--- src/rtl/mips_pkg.sv ---
// Shared definitions for the data-memory arbiter: FSM encoding, timeout poison value
// and watchdog counter width.
package mips_pkg;

    typedef enum logic [1:0] {
        ST_IDLE = 2'd0,
        ST_BUSY = 2'd1,
        ST_DONE = 2'd2
    } arb_state_t;

    localparam logic [31:0] POISON_DAT = 32'hDEADDEAD;

    // Wide enough for the largest legal TIMEOUT (255).
    localparam int WD_W = 8;

endpackage

--- src/rtl/rr_pick.sv ---
// Two-way request selector, purely combinational (zero latency).
// With fixed_prio set, port 0 wins whenever it requests; otherwise the port named by ptr wins if it requests.
module rr_pick (
    input  logic [1:0] req,
    input  logic       ptr,
    input  logic       fixed_prio,
    output logic       win,
    output logic       vld
);

    always_comb begin
        vld = |req;
        if (fixed_prio) begin
            win = ~req[0];
        end else begin
            win = req[ptr] ? ptr : ~ptr;
        end
    end

endmodule

--- src/rtl/dmem_arbiter.sv ---
// Shares one data-memory port between the CPU (port 0) and a debug/loader master (port 1).
// Grant 1 cycle after request; losing/waiting port sees stall until its one-cycle done pulse.
module dmem_arbiter
    import mips_pkg::*;
#(
    parameter int ADDR_W     = 32,
    parameter int DATA_W     = 32,
    parameter int TIMEOUT    = 16,
    parameter int FIXED_PRIO = 0
) (
    input  logic              clk,
    input  logic              reset,
    input  logic              req0,
    input  logic              we0,
    input  logic [ADDR_W-1:0] addr0,
    input  logic [DATA_W-1:0] wdata0,
    output logic [DATA_W-1:0] rdata0,
    output logic              done0,
    output logic              stall0,
    input  logic              req1,
    input  logic              we1,
    input  logic [ADDR_W-1:0] addr1,
    input  logic [DATA_W-1:0] wdata1,
    output logic [DATA_W-1:0] rdata1,
    output logic              done1,
    output logic              stall1,
    output logic              mem_req,
    output logic              mem_we,
    output logic [ADDR_W-1:0] mem_addr,
    output logic [DATA_W-1:0] mem_wdata,
    input  logic [DATA_W-1:0] mem_rdata,
    input  logic              mem_ack,
    output logic              err,
    output logic              owner
);

    arb_state_t        state_q, state_d;
    logic              ptr_q, ptr_d;
    logic              owner_q, owner_d;
    logic              mem_req_q, mem_req_d;
    logic              mem_we_q, mem_we_d;
    logic [ADDR_W-1:0] mem_addr_q, mem_addr_d;
    logic [DATA_W-1:0] mem_wdata_q, mem_wdata_d;
    logic [DATA_W-1:0] rdata0_q, rdata0_d;
    logic [DATA_W-1:0] rdata1_q, rdata1_d;
    logic              done0_q, done0_d;
    logic              done1_q, done1_d;
    logic              err_q, err_d;
    logic [WD_W-1:0]   wd_q, wd_d;

    logic              pick_win;
    logic              pick_vld;
    logic              wd_expired;
    logic [DATA_W-1:0] resp_dat;

    rr_pick u_pick (
        .req        ({req1, req0}),
        .ptr        (ptr_q),
        .fixed_prio (FIXED_PRIO != 0),
        .win        (pick_win),
        .vld        (pick_vld)
    );

    assign wd_expired = (wd_q == WD_W'(TIMEOUT - 1));
    // An ack on the final watchdog cycle takes precedence over the timeout.
    assign resp_dat   = mem_ack ? mem_rdata : DATA_W'(POISON_DAT);

    always_comb begin
        state_d     = state_q;
        ptr_d       = ptr_q;
        owner_d     = owner_q;
        mem_req_d   = mem_req_q;
        mem_we_d    = mem_we_q;
        mem_addr_d  = mem_addr_q;
        mem_wdata_d = mem_wdata_q;
        rdata0_d    = rdata0_q;
        rdata1_d    = rdata1_q;
        wd_d        = wd_q;
        done0_d     = 1'b0;
        done1_d     = 1'b0;
        err_d       = 1'b0;

        case (state_q)
            ST_IDLE: begin
                if (pick_vld) begin
                    owner_d     = pick_win;
                    mem_we_d    = pick_win ? we1 : we0;
                    mem_addr_d  = pick_win ? addr1 : addr0;
                    mem_wdata_d = pick_win ? wdata1 : wdata0;
                    mem_req_d   = 1'b1;
                    wd_d        = '0;
                    state_d     = ST_BUSY;
                end
            end
            ST_BUSY: begin
                wd_d = wd_q + WD_W'(1);
                if (mem_ack || wd_expired) begin
                    mem_req_d = 1'b0;
                    err_d     = ~mem_ack;
                    if (owner_q) begin
                        rdata1_d = resp_dat;
                        done1_d  = 1'b1;
                    end else begin
                        rdata0_d = resp_dat;
                        done0_d  = 1'b1;
                    end
                    state_d = ST_DONE;
                end
            end
            ST_DONE: begin
                ptr_d   = ~owner_q;
                state_d = ST_IDLE;
            end
            default: begin
                state_d = ST_IDLE;
            end
        endcase
    end

    always_ff @(posedge clk or negedge reset) begin
        if (!reset) begin
            state_q     <= ST_IDLE;
            ptr_q       <= 1'b0;
            owner_q     <= 1'b0;
            mem_req_q   <= 1'b0;
            mem_we_q    <= 1'b0;
            mem_addr_q  <= '0;
            mem_wdata_q <= '0;
            rdata0_q    <= '0;
            rdata1_q    <= '0;
            done0_q     <= 1'b0;
            done1_q     <= 1'b0;
            err_q       <= 1'b0;
            wd_q        <= '0;
        end else begin
            state_q     <= state_d;
            ptr_q       <= ptr_d;
            owner_q     <= owner_d;
            mem_req_q   <= mem_req_d;
            mem_we_q    <= mem_we_d;
            mem_addr_q  <= mem_addr_d;
            mem_wdata_q <= mem_wdata_d;
            rdata0_q    <= rdata0_d;
            rdata1_q    <= rdata1_d;
            done0_q     <= done0_d;
            done1_q     <= done1_d;
            err_q       <= err_d;
            wd_q        <= wd_d;
        end
    end

    assign rdata0    = rdata0_q;
    assign rdata1    = rdata1_q;
    assign done0     = done0_q;
    assign done1     = done1_q;
    assign stall0    = req0 & ~done0_q;
    assign stall1    = req1 & ~done1_q;
    assign mem_req   = mem_req_q;
    assign mem_we    = mem_we_q;
    assign mem_addr  = mem_addr_q;
    assign mem_wdata = mem_wdata_q;
    assign err       = err_q;
    assign owner     = owner_q;

endmodule

--- config.mk ---
export PLATFORM = sky130hd
export DESIGN_NAME = dmem_arbiter
export DESIGN_NICKNAME = d
export VERILOG_FILES = /design/src/rtl/mips_pkg.sv /design/src/rtl/rr_pick.sv /design/src/rtl/dmem_arbiter.sv
export SDC_FILE = /design/constraint.sdc
export NUM_CORES = 1
export LEC_CHECK = 0
export CORE_UTILIZATION = 40
export CTS_BUF_LIST = sky130_fd_sc_hd__clkbuf_8
export CTS_CLUSTER_SIZE = 28
export DETAILED_ROUTE_END_ITERATION = 16
export PLACE_DENSITY_LB_ADDON = 0.08
export SLEW_MARGIN = 20
export SYNTH_ARGS = -nofsm -noshare
export SYNTH_HDL_FRONTEND = slang
export SYNTH_SLANG_ARGS = --single-unit
--- constraint.sdc ---
create_clock -name clk -period 4.9 [get_ports clk]
set_input_delay 0.98 -clock clk [delete_from_list [all_inputs] [get_ports clk]]
set_output_delay 0.98 -clock clk [all_outputs]
set_load 0.02 [all_outputs]
# After elaboration in Yosys (flattened, before gate mapping)
# Index checks and enable logic that the tools add are counted.
# classes
addsub	1
n_lt_le_gt_ge	1
n_eq_ne	5
mux	23
bitwise_logic	7
n_reduce_logical	10
# op_table
op	n
32-bit two-way mux	3
8-bit case mux with 2 select lines	1
1-bit two-way mux	14
3-bit AND reduction	3
8-bit by 1-bit adder with 8-bit output, second input constant	1
8-bit by 4-bit == test with 1-bit output, second input constant	1
8-bit two-way mux	1
2-bit AND reduction	3
1-bit NOT	5
2-bit two-way mux	2
2-bit != test, second input constant	2
2-bit case mux with 2 select lines	1
1-bit bitwise AND	2
2-bit by 1-bit == test with 1-bit output, second input constant	1
2-bit == test, second input constant	1
2-bit zero test	1
1-bit by 2-bit less-than comparator with 1-bit output, second input constant	1
1-bit case mux with 2 select lines	1
2-bit nonzero test	1
2-bit OR reduction	1
1-bit logical OR	1
# word_totals
ff_bits	145
inputBits	167
out_inout_bits	136
word_cells	60

# Depth between registers and ports, before layout
# depth
depth_word	4
depth_mapped	8
mapped_depth_nobuf	6

# Cells and area by module
# Synthesis repeated with hierarchy kept, for this count alone.
# hier_totals
cells_unflattened	618
hier_area_um2	6552.5
# modules_own_cells
module	instances	cells_each	area_each_um2	seq_area_each_um2
dmem_arbiter	1	614	6518.8	3628.5
rr_pick	1	4	33.8	0.0

# Least setup slack after synthesis
# No wires, ideal clock.
# synth_timing
path_type	input to output
from	input req1
to	output stall1
arrival_time_ns	1.307
required_time_ns	3.920
slack_ns	2.613
stages	1
n_path_buf	0
path_cell_list	nor2b_1
# synth_between
elab_chain_cells	1
# synth_lines
item	line_no	text
start, declared	dmem_arbiter.sv:20	input logic req1,
1-bit bitwise AND	dmem_arbiter.sv:157	assign stall1 = req1 & ~done1_q;
end, declared	dmem_arbiter.sv:26	output logic stall1,
# No other way between the ends.

# Worst setup path in the final report
# Ends and elaborated chain as after synthesis.

==> summary.md <==
| Metric | Value |
|---|---|
| Initial DRC count | `about 220` |
| Static leakage | `0.004120 uW` |
| Port bufs | `302` |
| Initial core utilization | `between 40% and 50%` |
| Post-synth top area share | `60.35%` |
| Cells after Synth | `slightly above 500` |
| Reg2reg path depth | `3` |
| Final wirelength | `16.93 mm` |
| Largest stage delay on the critical path | `0.65 ns` |
| CTS Buffer Depth | `2` |
| Clk slew on worst S/H paths | `0.07 ns` |
| Grt total ovfl | `0` |
| Most used cell, CP | `clkdlybuf4s50_1` |
| Worst hold path startpoint | `mem_wdata[27]$_DFFE_PN0P_` |
| CP Buf/Inv Count | `2` |
| Synth cell types | `33` |
| CP top delay family | `buffers and inverters` |
| Final routed DRC violation total | `0` |
| Mean post-synth cell area | `11.95 um^2` |
| Area Overhead vs Synth | `59.27%` |
| Worst setup EP type | `output port` |
| Hold Crit Class | `reg2reg` |
| # diodes | `0` |
| Pwr dens | `647.7 nW/um^2` |
| Worst path slowest cell | `clkdlybuf4s50_1` |
| WS Path Type | `in2out` |
| RSZ-0062 raised after global routing | `no` |
| CTS tree | `built` |
| Die X | `approximately 120 um` |
| Clock tree sinks | `145` |
| Worst-case hold path end point | `mem_wdata[27]$_DFFE_PN0P_` |
| CP max FO | `5` |
| Syn nets | `671` |
| Worst hold margin | `0.4791 ns` |
| Reg2reg end | `rdata1[21]$_DFFE_PN0P_` |
| Number of max-cap violations | `0` |
| Nets | `around 960` |
| Register area share after synthesis | `60.35%` |
| Commonest non-fill, non-tap cell in the layout | `clkdlybuf4s50_1` |
| Vias per cell | `5.000` |
| Maximum VDD drop | `around 0.00038 V` |
| First drt pass iteration count | `4` |
| TNS Setup | `0 ns` |
| Worst hold path depth | `2` |
| Row count | `between 40 and 50` |
| Core Region | `14,590 um^2` |
| Largest cells by area after synthesis | `dfrtp_1 (60%), mux2i_1 (11%), o22a_1 (6.4%), nand2_1 (4.8%), o21ai_1 (3.2%)` |
| Htree depth | `4` |
| Largest net degree at the start of global routing | `116` |
| Antenna violations before repair | `0` |
| Rel. slew slack | `approximately a third` |
| Final setup violation count | `0` |
| Hold_buf cts | `0` |
| Final GP Congestion | `0.7860` |
| Die Y | `between 100 and 150 um` |
| Final Critical Period | `approximately 3.5 ns` |
| Slew Viols, Final | `0` |
| Clock Latency Late Sink | `0.44 ns` |
| Full die area | `15,520 um^2` |
| Antenna Nets Post-Route | `0` |
| Required time of the critical path | `3.92 ns` |
| Period utilisation layout | `70.42%` |
| GRT Resource Usage Total | `around 22%` |
| First-pass GRT wire length | `around 27 mm` |
| Via Count | `4,950` |
| Final hold viol count | `0` |
| Achievable Freq | `289.8 MHz` |
| Commonest cells after routing, fill and taps aside | `clkdlybuf4s50_1 (301), dfrtp_1 (145), nand2_1 (77)` |
| Status | `finished, final reports clean` |
| Top Ports | `303` |
| Reg2Reg Launch Point | `state_q[1]$_DFFE_PN0P_` |
| R2R Setup Slk | `between 2 and 3 ns` |
| Critical path, cell by cell | `clkdlybuf4s50_1, nor2b_1, clkdlybuf4s50_1` |
| Vias in the first global route | `between 5,000 and 6,000` |
| Yosys warning total | `0` |
| CP Launch Type | `input port` |
| Dpl hpwl | `roughly 12 mm` |
| Routed length per instance | `17.10 um` |
| Fraction of layout cells with a size suffix above 1 | `5.335%` |
| Critical path arrival | `2.47 ns` |
| Synth Register Bits | `145` |
| Inserted Clock Buffers | `17` |
| Setup bufs post-CTS | `0` |
| Skew final | `between 0.01 and 0.015 ns` |
| Area leader, netlist | `dfrtp_1` |
| Slew @ Worst Pin | `0.9850 ns` |
| Post-CTS sizing | `0` |
| Clk Tree Root Cell | `clkbuf_8` |
| Netlist Area Pre-Place | `6012 um^2` |
[synthesized netlist by cell type (all sizes together)]
cell type	number
o21ai	77
and2	1
buf	17
a21oi	1
nand4	1
a31oi	1
a22o	20
mux2i	68
and2b	1
and3	3
nor4	1
clkbuf	18
ha	1
nand2	78
nand2b	2
nor2	8
dfrtp	145
nor3	2
a21o	1
inv	4
o22a	44
o31ai	2
o21a	1
nand3	5
nor2b	1
[registers in the layout, summed over array words and instances (netlist names), 2 cells and up]
signal / count
rdata1: 32
mem_addr: 32
wd_q: 8
state_q: 2
mem_wdata: 32
rdata0: 32
[through the flow]
step                setup slack, ns  utilization, %  std cells  instance area, um^2  total power (uW)
floorplan                     2.613               -        503                 6012              3699
global placement              1.460           62.35        957                 9096              5125
detailed placement            1.474           62.35        957                 9096              5193
CTS                           1.451           65.43        989                 9545              6266
global route                  1.404           65.63        990                 9575              6573
finish                        1.450           65.63        990                 9575              6202
[power by group]
part	internal (uW)	switching, uW	leakage, uW
clock network	604	451	0.000226
logic	1510	1570	0.00215
registers	1750	319	0.00175
total	3860	2340	0.00412
[cell families after synthesis]
family / share of synthesized area, %
adder cells (fa/ha/maj): 0.2081
flip-flops: 60.35
buffers and inverters: 3.996
AO/OA/AOI/OAI: 16.61
AND/OR/NAND/NOR: 7.513
multiplexers: 11.32
[area by class of cell]
| type | count | area [um^2] |
|---|---|---|
| fillers | 1132 | 5014 |
| flip-flops and latches | 145 | 3628 |
| repair buffers | 306 | 3089 |
| multi-input cells | 319 | 2163 |
| clock buffers | 21 | 289.0 |
| well taps | 184 | 230.2 |
| clock inverters | 11 | 160.2 |
| inverters | 4 | 15.01 |
[worst max-delay path by stage]
stage	from	slack, ns	depth (start not counted)	endpoint
6_report	req1	1.45	3	stall1
3_3_place_gp	req1	1.46	3	stall1
5_1_grt	req1	1.40	3	stall1
2_1_floorplan	req1	2.61	1	stall1
4_1_cts	req1	1.45	3	stall1
3_5_place_dp	req1	1.47	3	stall1
[per-layer routing]
layer | track usage (%) | vias up | routed length (um)
met4 | 9.851 | 0 | 443
met1 | 25.31 | 2350 | 6634
met5 | 0 | - | 0
li1 | - | 2376 | -
met2 | 37.24 | 195 | 8314
met3 | 9.021 | 29 | 1538
[tightest hold or removal path, cell delays in order (launching register included)]
cell and delay (ns):
dfrtp_1 0.34, nand2_1 0.04, o21ai_0 0.06
(Power assumes the default switching activity.)
